$ cat src/rtl/mips_pkg.sv
// Shared fetch-sequencer definitions: word width, pc step, default reset
// vector, the sequencer state encoding and a small alignment helper.
package mips_pkg;

  localparam int          WORD_W               = 32;
  localparam logic [31:0] PC_INC               = 32'd4;
  localparam logic [31:0] DEFAULT_RESET_VECTOR = 32'h0000_0000;

  typedef enum logic [1:0] {
    S_IDLE = 2'd0,
    S_WAIT = 2'd1,
    S_HALT = 2'd2
  } fetch_state_e;

  // Instruction addresses must be word aligned.
  function automatic logic misaligned(input logic [WORD_W-1:0] addr);
    return addr[1:0] != 2'b00;
  endfunction

endpackage

$ cat src/rtl/fetch_watchdog.sv
// Fetch-wait watchdog: counts cycles while 'start' is high, restarts from
// zero on 'clear', and flags 'expired' on the TIMEOUT_CYCLES-th counted cycle.
// Only instantiated when FETCH_TIMEOUT_EN is defined.
module fetch_watchdog #(
  parameter int TIMEOUT_CYCLES = 16
) (
  input  logic clk,
  input  logic reset,
  input  logic start,
  input  logic clear,
  output logic expired
);

  localparam int CW = $clog2(TIMEOUT_CYCLES) + 1;

  logic [CW-1:0] count_q, count_d;

  assign expired = start && (count_q == CW'(TIMEOUT_CYCLES - 1));

  // Next count: restart on a new request, otherwise advance while waiting.
  always_comb begin
    count_d = count_q;
    if (clear)
      count_d = '0;
    else if (start && !expired)
      count_d = count_q + CW'(1);
  end

  // Counter register.
  always_ff @(posedge clk or negedge reset) begin
    if (!reset) count_q <= '0;
    else        count_q <= count_d;
  end

endmodule

$ cat src/rtl/fetch_sequencer.sv
// Instruction fetch sequencer: IDLE -> WAIT -> IDLE, one outstanding imem
// request at a time, with redirect kill, halt drain and sticky error.
// Optional fetch-wait timeout enabled by defining FETCH_TIMEOUT_EN.
module fetch_sequencer
  import mips_pkg::*;
#(
  parameter logic [31:0] RESET_VECTOR   = DEFAULT_RESET_VECTOR,
  parameter int          TIMEOUT_CYCLES = 16
) (
  input  logic              clk,
  input  logic              reset,
  input  logic              stall,
  input  logic              redirect_valid,
  input  logic [WORD_W-1:0] redirect_target,
  input  logic              halt,
  input  logic              imem_ack,
  input  logic [WORD_W-1:0] imem_rdata,
  output logic              imem_req,
  output logic [WORD_W-1:0] imem_addr,
  output logic [WORD_W-1:0] instr,
  output logic              instr_valid,
  output logic [WORD_W-1:0] pc_out,
  output logic              halted,
  output logic              fetch_err
);

  fetch_state_e      state_q, state_d;
  logic [WORD_W-1:0] pc_q, pc_d;
  logic [WORD_W-1:0] addr_q, addr_d;
  logic [WORD_W-1:0] instr_q, instr_d;
  logic [WORD_W-1:0] pc_out_q, pc_out_d;
  logic              req_q, req_d;
  logic              valid_q, valid_d;
  logic              halted_q, halted_d;
  logic              err_q, err_d;
  // kill: the outstanding response belongs to a redirected-away path.
  // hpend: after the outstanding response drains, go to HALT.
  logic              kill_q, kill_d;
  logic              hpend_q, hpend_d;
  logic              wd_expired;

`ifdef FETCH_TIMEOUT_EN
  logic wd_run, wd_clear;
  assign wd_run   = (state_q == S_WAIT);
  assign wd_clear = (state_q == S_IDLE) && (state_d == S_WAIT);

  fetch_watchdog #(.TIMEOUT_CYCLES(TIMEOUT_CYCLES)) u_watchdog (
    .clk     (clk),
    .reset   (reset),
    .start   (wd_run),
    .clear   (wd_clear),
    .expired (wd_expired)
  );
`else
  assign wd_expired = 1'b0;
`endif

  // Next-state logic; priority is halt > redirect > ack > stall.
  always_comb begin
    state_d  = state_q;
    pc_d     = pc_q;
    addr_d   = addr_q;
    instr_d  = instr_q;
    pc_out_d = pc_out_q;
    req_d    = req_q;
    valid_d  = 1'b0;
    halted_d = halted_q;
    err_d    = err_q;
    kill_d   = kill_q;
    hpend_d  = hpend_q;

    case (state_q)
      S_IDLE: begin
        if (halt) begin
          state_d  = S_HALT;
          halted_d = 1'b1;
        end else if (redirect_valid) begin
          // Redirect consumes this cycle's issue slot regardless of stall.
          if (misaligned(redirect_target)) begin
            err_d    = 1'b1;
            state_d  = S_HALT;
            halted_d = 1'b1;
          end else begin
            pc_d = redirect_target;
          end
        end else if (!stall) begin
          state_d = S_WAIT;
          req_d   = 1'b1;
          addr_d  = pc_q;
          kill_d  = 1'b0;
          hpend_d = 1'b0;
        end
      end

      S_WAIT: begin
        if (wd_expired && !imem_ack) begin
          err_d    = 1'b1;
          req_d    = 1'b0;
          state_d  = S_HALT;
          halted_d = 1'b1;
        end else begin
          if (halt) begin
            hpend_d = 1'b1;
          end else if (redirect_valid) begin
            if (misaligned(redirect_target)) begin
              err_d   = 1'b1;
              hpend_d = 1'b1;
            end else begin
              pc_d   = redirect_target;
              kill_d = 1'b1;
            end
          end

          if (imem_ack) begin
            req_d  = 1'b0;
            kill_d = 1'b0;
            if (halt || redirect_valid || kill_q || hpend_q) begin
              // Response is drained and dropped.
              state_d  = hpend_d ? S_HALT : S_IDLE;
              halted_d = hpend_d;
            end else begin
              instr_d  = imem_rdata;
              pc_out_d = pc_q;
              valid_d  = 1'b1;
              pc_d     = pc_q + PC_INC;
              state_d  = S_IDLE;
            end
          end
        end
      end

      S_HALT: begin
        req_d = 1'b0;
      end

      default: begin
        state_d = S_IDLE;
      end
    endcase
  end

  // Sequencer registers; every output comes straight from a flop.
  always_ff @(posedge clk or negedge reset) begin
    if (!reset) begin
      state_q  <= S_IDLE;
      pc_q     <= RESET_VECTOR;
      addr_q   <= RESET_VECTOR;
      instr_q  <= '0;
      pc_out_q <= '0;
      req_q    <= 1'b0;
      valid_q  <= 1'b0;
      halted_q <= 1'b0;
      err_q    <= 1'b0;
      kill_q   <= 1'b0;
      hpend_q  <= 1'b0;
    end else begin
      state_q  <= state_d;
      pc_q     <= pc_d;
      addr_q   <= addr_d;
      instr_q  <= instr_d;
      pc_out_q <= pc_out_d;
      req_q    <= req_d;
      valid_q  <= valid_d;
      halted_q <= halted_d;
      err_q    <= err_d;
      kill_q   <= kill_d;
      hpend_q  <= hpend_d;
    end
  end

  assign imem_req    = req_q;
  assign imem_addr   = addr_q;
  assign instr       = instr_q;
  assign instr_valid = valid_q;
  assign pc_out      = pc_out_q;
  assign halted      = halted_q;
  assign fetch_err   = err_q;

endmodule

$ cat config.mk
export PLATFORM = sky130hd
export DESIGN_NAME = fetch_sequencer
export DESIGN_NICKNAME = d
export VERILOG_FILES = /design/src/rtl/mips_pkg.sv /design/src/rtl/fetch_watchdog.sv /design/src/rtl/fetch_sequencer.sv
export SDC_FILE = /design/constraint.sdc
export NUM_CORES = 1
export LEC_CHECK = 0
export ABC_AREA = 0
export CORE_MARGIN = 4
export CORE_UTILIZATION = 48
export DETAILED_ROUTE_END_ITERATION = 10
export GPL_TIMING_DRIVEN = 0
export MAX_ROUTING_LAYER = met4
export PLACE_DENSITY = 0.79
export SLEW_MARGIN = 40
export SYNTH_ARGS = -nofsm -noshare
export SYNTH_HDL_FRONTEND = slang
export SYNTH_SLANG_ARGS = --single-unit
$ cat constraint.sdc
create_clock -name clk -period 2.5 [get_ports clk]
set_input_delay 0.5 -clock clk [delete_from_list [all_inputs] [get_ports clk]]
set_output_delay 0.5 -clock clk [all_outputs]
set_load 0.03 [all_outputs]
==> run metrics <==
post-placement setup slack -0.495 ns; Num CTS Buffers 17; final WL between 15 and 20 mm; Yosys reg bits 136; PD cells about 1100 nW/um^2; ant diodes 0; most common cell after layout, fill and taps aside nand2_1; root buffer cell clkbuf_16; Layout area overhead 42.5%; # fillers between 900 and 1000; Clock Sinks about 140; met3 Usage GRT between 7 and 8%; reg-to-reg startpoint kill_q$_DFFE_PN0P_; crit start category input pin; Clk network pwr share about 28%; status complete, no violations; Post-synth top flop dfrtp_1; DRC 0; async set-or-reset flop fraction in the synthesized netlist 100%; clock latency on the worst-skew pair around 0.42 ns; Mapped Cells around 600; P_int 6.05 mW; sequential share of power 37.2%; Layout Cells excl Fill between 900 and 1000; Switching Share between 30% and 40%; area of the multi-input gates 2410 sq um; sw power ~3.5 mW; slew at the pin with the worst max-slew slack roughly 0.75 ns; Wirelength per Cell 18.2 um; worst setup margin 0.137 ns; max cap viols 0; Total Routing Usage GR 26.6%; core area approximately 12000 sq um; H-tree depth 4; Longest Clk Path Bufs 2; first-pass GRT wire length about 30 mm; Tightest Hold Check Type in -> async; Final setup viols 0; Post-Syn Area roughly 6000 sq um; routed vias/inst roughly 5.5; global route total overflow 0; number of synthesized flops with an enable pin 0; Pwr Total 9.58 mW; cell row count 40; most frequent cells in the layout nand2_1, clkdlybuf4s50_1, dfrtp_1; Worst Skew ~0.009 ns; final hold vios 0; Die Span Y between 100 and 150 um; CTS tree built; Max-slew headroom a little under 50%; Yosys top cell by area dfrtp_1; Iteration-0 DRC Markers between 400 and 500; final hold slack around 0.0014 ns; RSZ-0062 raised after global routing yes; CP Cell Sequence clkdlybuf4s50_1, nor3_1, and2_1, clkbuf_1, buf_1, mux2_2; HPWL Detailed between 10 and 15 mm; crit-path max FO 10; CP required 2.80 ns; min Tclk post-route about 2.4 ns; delay-heaviest family, CP buffers and inverters; vias in the first global route 5575; yosys warns 0; critical path type in -> reg; Logic pwr share around a third; Syn Nets approximately 690; crit path launch stall; IO buf count 167; leakage about 3.9 nW; post-route ant nets 0; initial antenna violation count 0; Bufs and invs on worst path 3; Fmax achieved approximately 0.42 GHz; total number of vias ~5400; Initial Utilization 49.6%; synth top area cells dfrtp_1, nand2_1, mux2_2; # hold bufs at CTS 0; WP data arrival between 2 and 3 ns; slowest CP cell buf_1; register area share after synthesis between 50% and 60%; syn_area_per_cell just under 10 sq um; max incr delay on CP 0.51 ns; die area ~14000 sq um; I/O pin total 170; Synth top area share 56.7%; final worst path period share between 90 and 100%; Post-Place Cells about 950; GR Util met1 between 30% and 40%; Pre-antenna DRT Iters 5; met2 usage between 40% and 50%; Max Slew Vio Count 0; fraction of layout cells with a size suffix above 1 about 12%; peak supply drop 0.543 mV; Routability Congestion 0.869; die width roughly 120 um; Crit. End Element register; Worst-path clk slew about 0.060 ns; gr busiest metal met2; register area about 3400 sq um; Unique masters post-synth 59; largest net degree at the start of global routing just under 80; nets 877; Setup TNS 0 ns
## layout make-up
cell class,instances,share of cell area (%)
multi-input combinational,436,28.1
clock inverter,13,2.08
tap,168,2.46
sequential,136,39.8
buffer,36,2.12
inverter,8,0.351
clock buffer,19,5.18
timing repair buffer,168,19.9
## flip-flops by register name, indices dropped and copies added (netlist names)
name,cells
fetch_err,1
halted,1
hpend_q,1
imem_addr,32
imem_req,1
instr,32
instr_valid,1
kill_q,1
pc_out,32
pc_q,32
state_q,2
## cell usage after synthesis, drive strengths merged (3+ instances only)
library cell,n
nand2,220
dfrtp,136
mux2,32
nor2,24
clkbuf,21
a21oi,17
buf,17
nand3,15
o21ai,15
nor3,12
nand4,10
inv,8
and3,7
a31oi,5
and2,5
a211oi,4
and4,4
ha,4
o211ai,4
o311ai,4
or3,4
a221o,3
a311oi,3
nor4,3
o22a,3
o22ai,3
or2,3
## metrics by stage
stage / utilization (%) / area, sq um
finish: 70.6 / 8560
global route: 70.6 / 8560
CTS: 70.5 / 8540
detailed placement: 65.4 / 7920
global placement: 65.1 / 7890
floorplan: - / 6010
## power groups by stage
stage | combinational (mW) | clock [mW] | sequential [mW]
2_1_floorplan | 1.11 | 0 | 4.28
3_3_place_gp | 3.31 | 0 | 3.52
3_5_place_dp | 3.39 | 0 | 3.56
4_1_cts | 3.42 | 2.66 | 3.53
5_1_grt | 3.63 | 2.76 | 3.67
6_report | 3.38 | 2.63 | 3.56
## final timing paths
path | end | slack, ns | cells past startpoint
min in group clk | fetch_err$_DFFE_PN0P_ | 0.37 | 2
max in group asynchronous | imem_addr[29]$_DFFE_PN0P_ | 1.76 | 2
max | imem_addr[16]$_DFFE_PN0P_ | 0.14 | 6
min | instr[0]$_DFFE_PN0P_ | 0.001 | 1
max reg2reg | pc_out[16]$_DFFE_PN0P_ | 0.18 | 7
min reg2reg | instr[14]$_DFFE_PN0P_ | 0.47 | 2
## timing repair
action,in CTS,in global routing
resized for setup,2,10
buffers inserted,0,0
endpoints found under the setup margin,19,19
hold endpoints to repair,0,0
## metal layers
| metal | vias up | wire [um] |
|---|---|---|
| met3 | 30 | 1440 |
| met4 | 0 | 393 |
| li1 | 2495 | - |
| met5 | - | 0 |
| met2 | 227 | 8620 |
| met1 | 2614 | 7410 |
## cells by family (layout without fill, tap and decap cells)
group                      after synthesis  in the layout  share of synthesized area (%)
adders and majority gates                4              4                          0.833
and+or+nand+nor                        317            317                           23.1
DFF                                    136            136                           56.7
muxes                                   34             34                           6.33
buffers and inverters                   46            244                           3.56
AOI/OAI and AO/OA                       81             81                           9.48
Note: power is estimated with default switching activity, not from simulation.
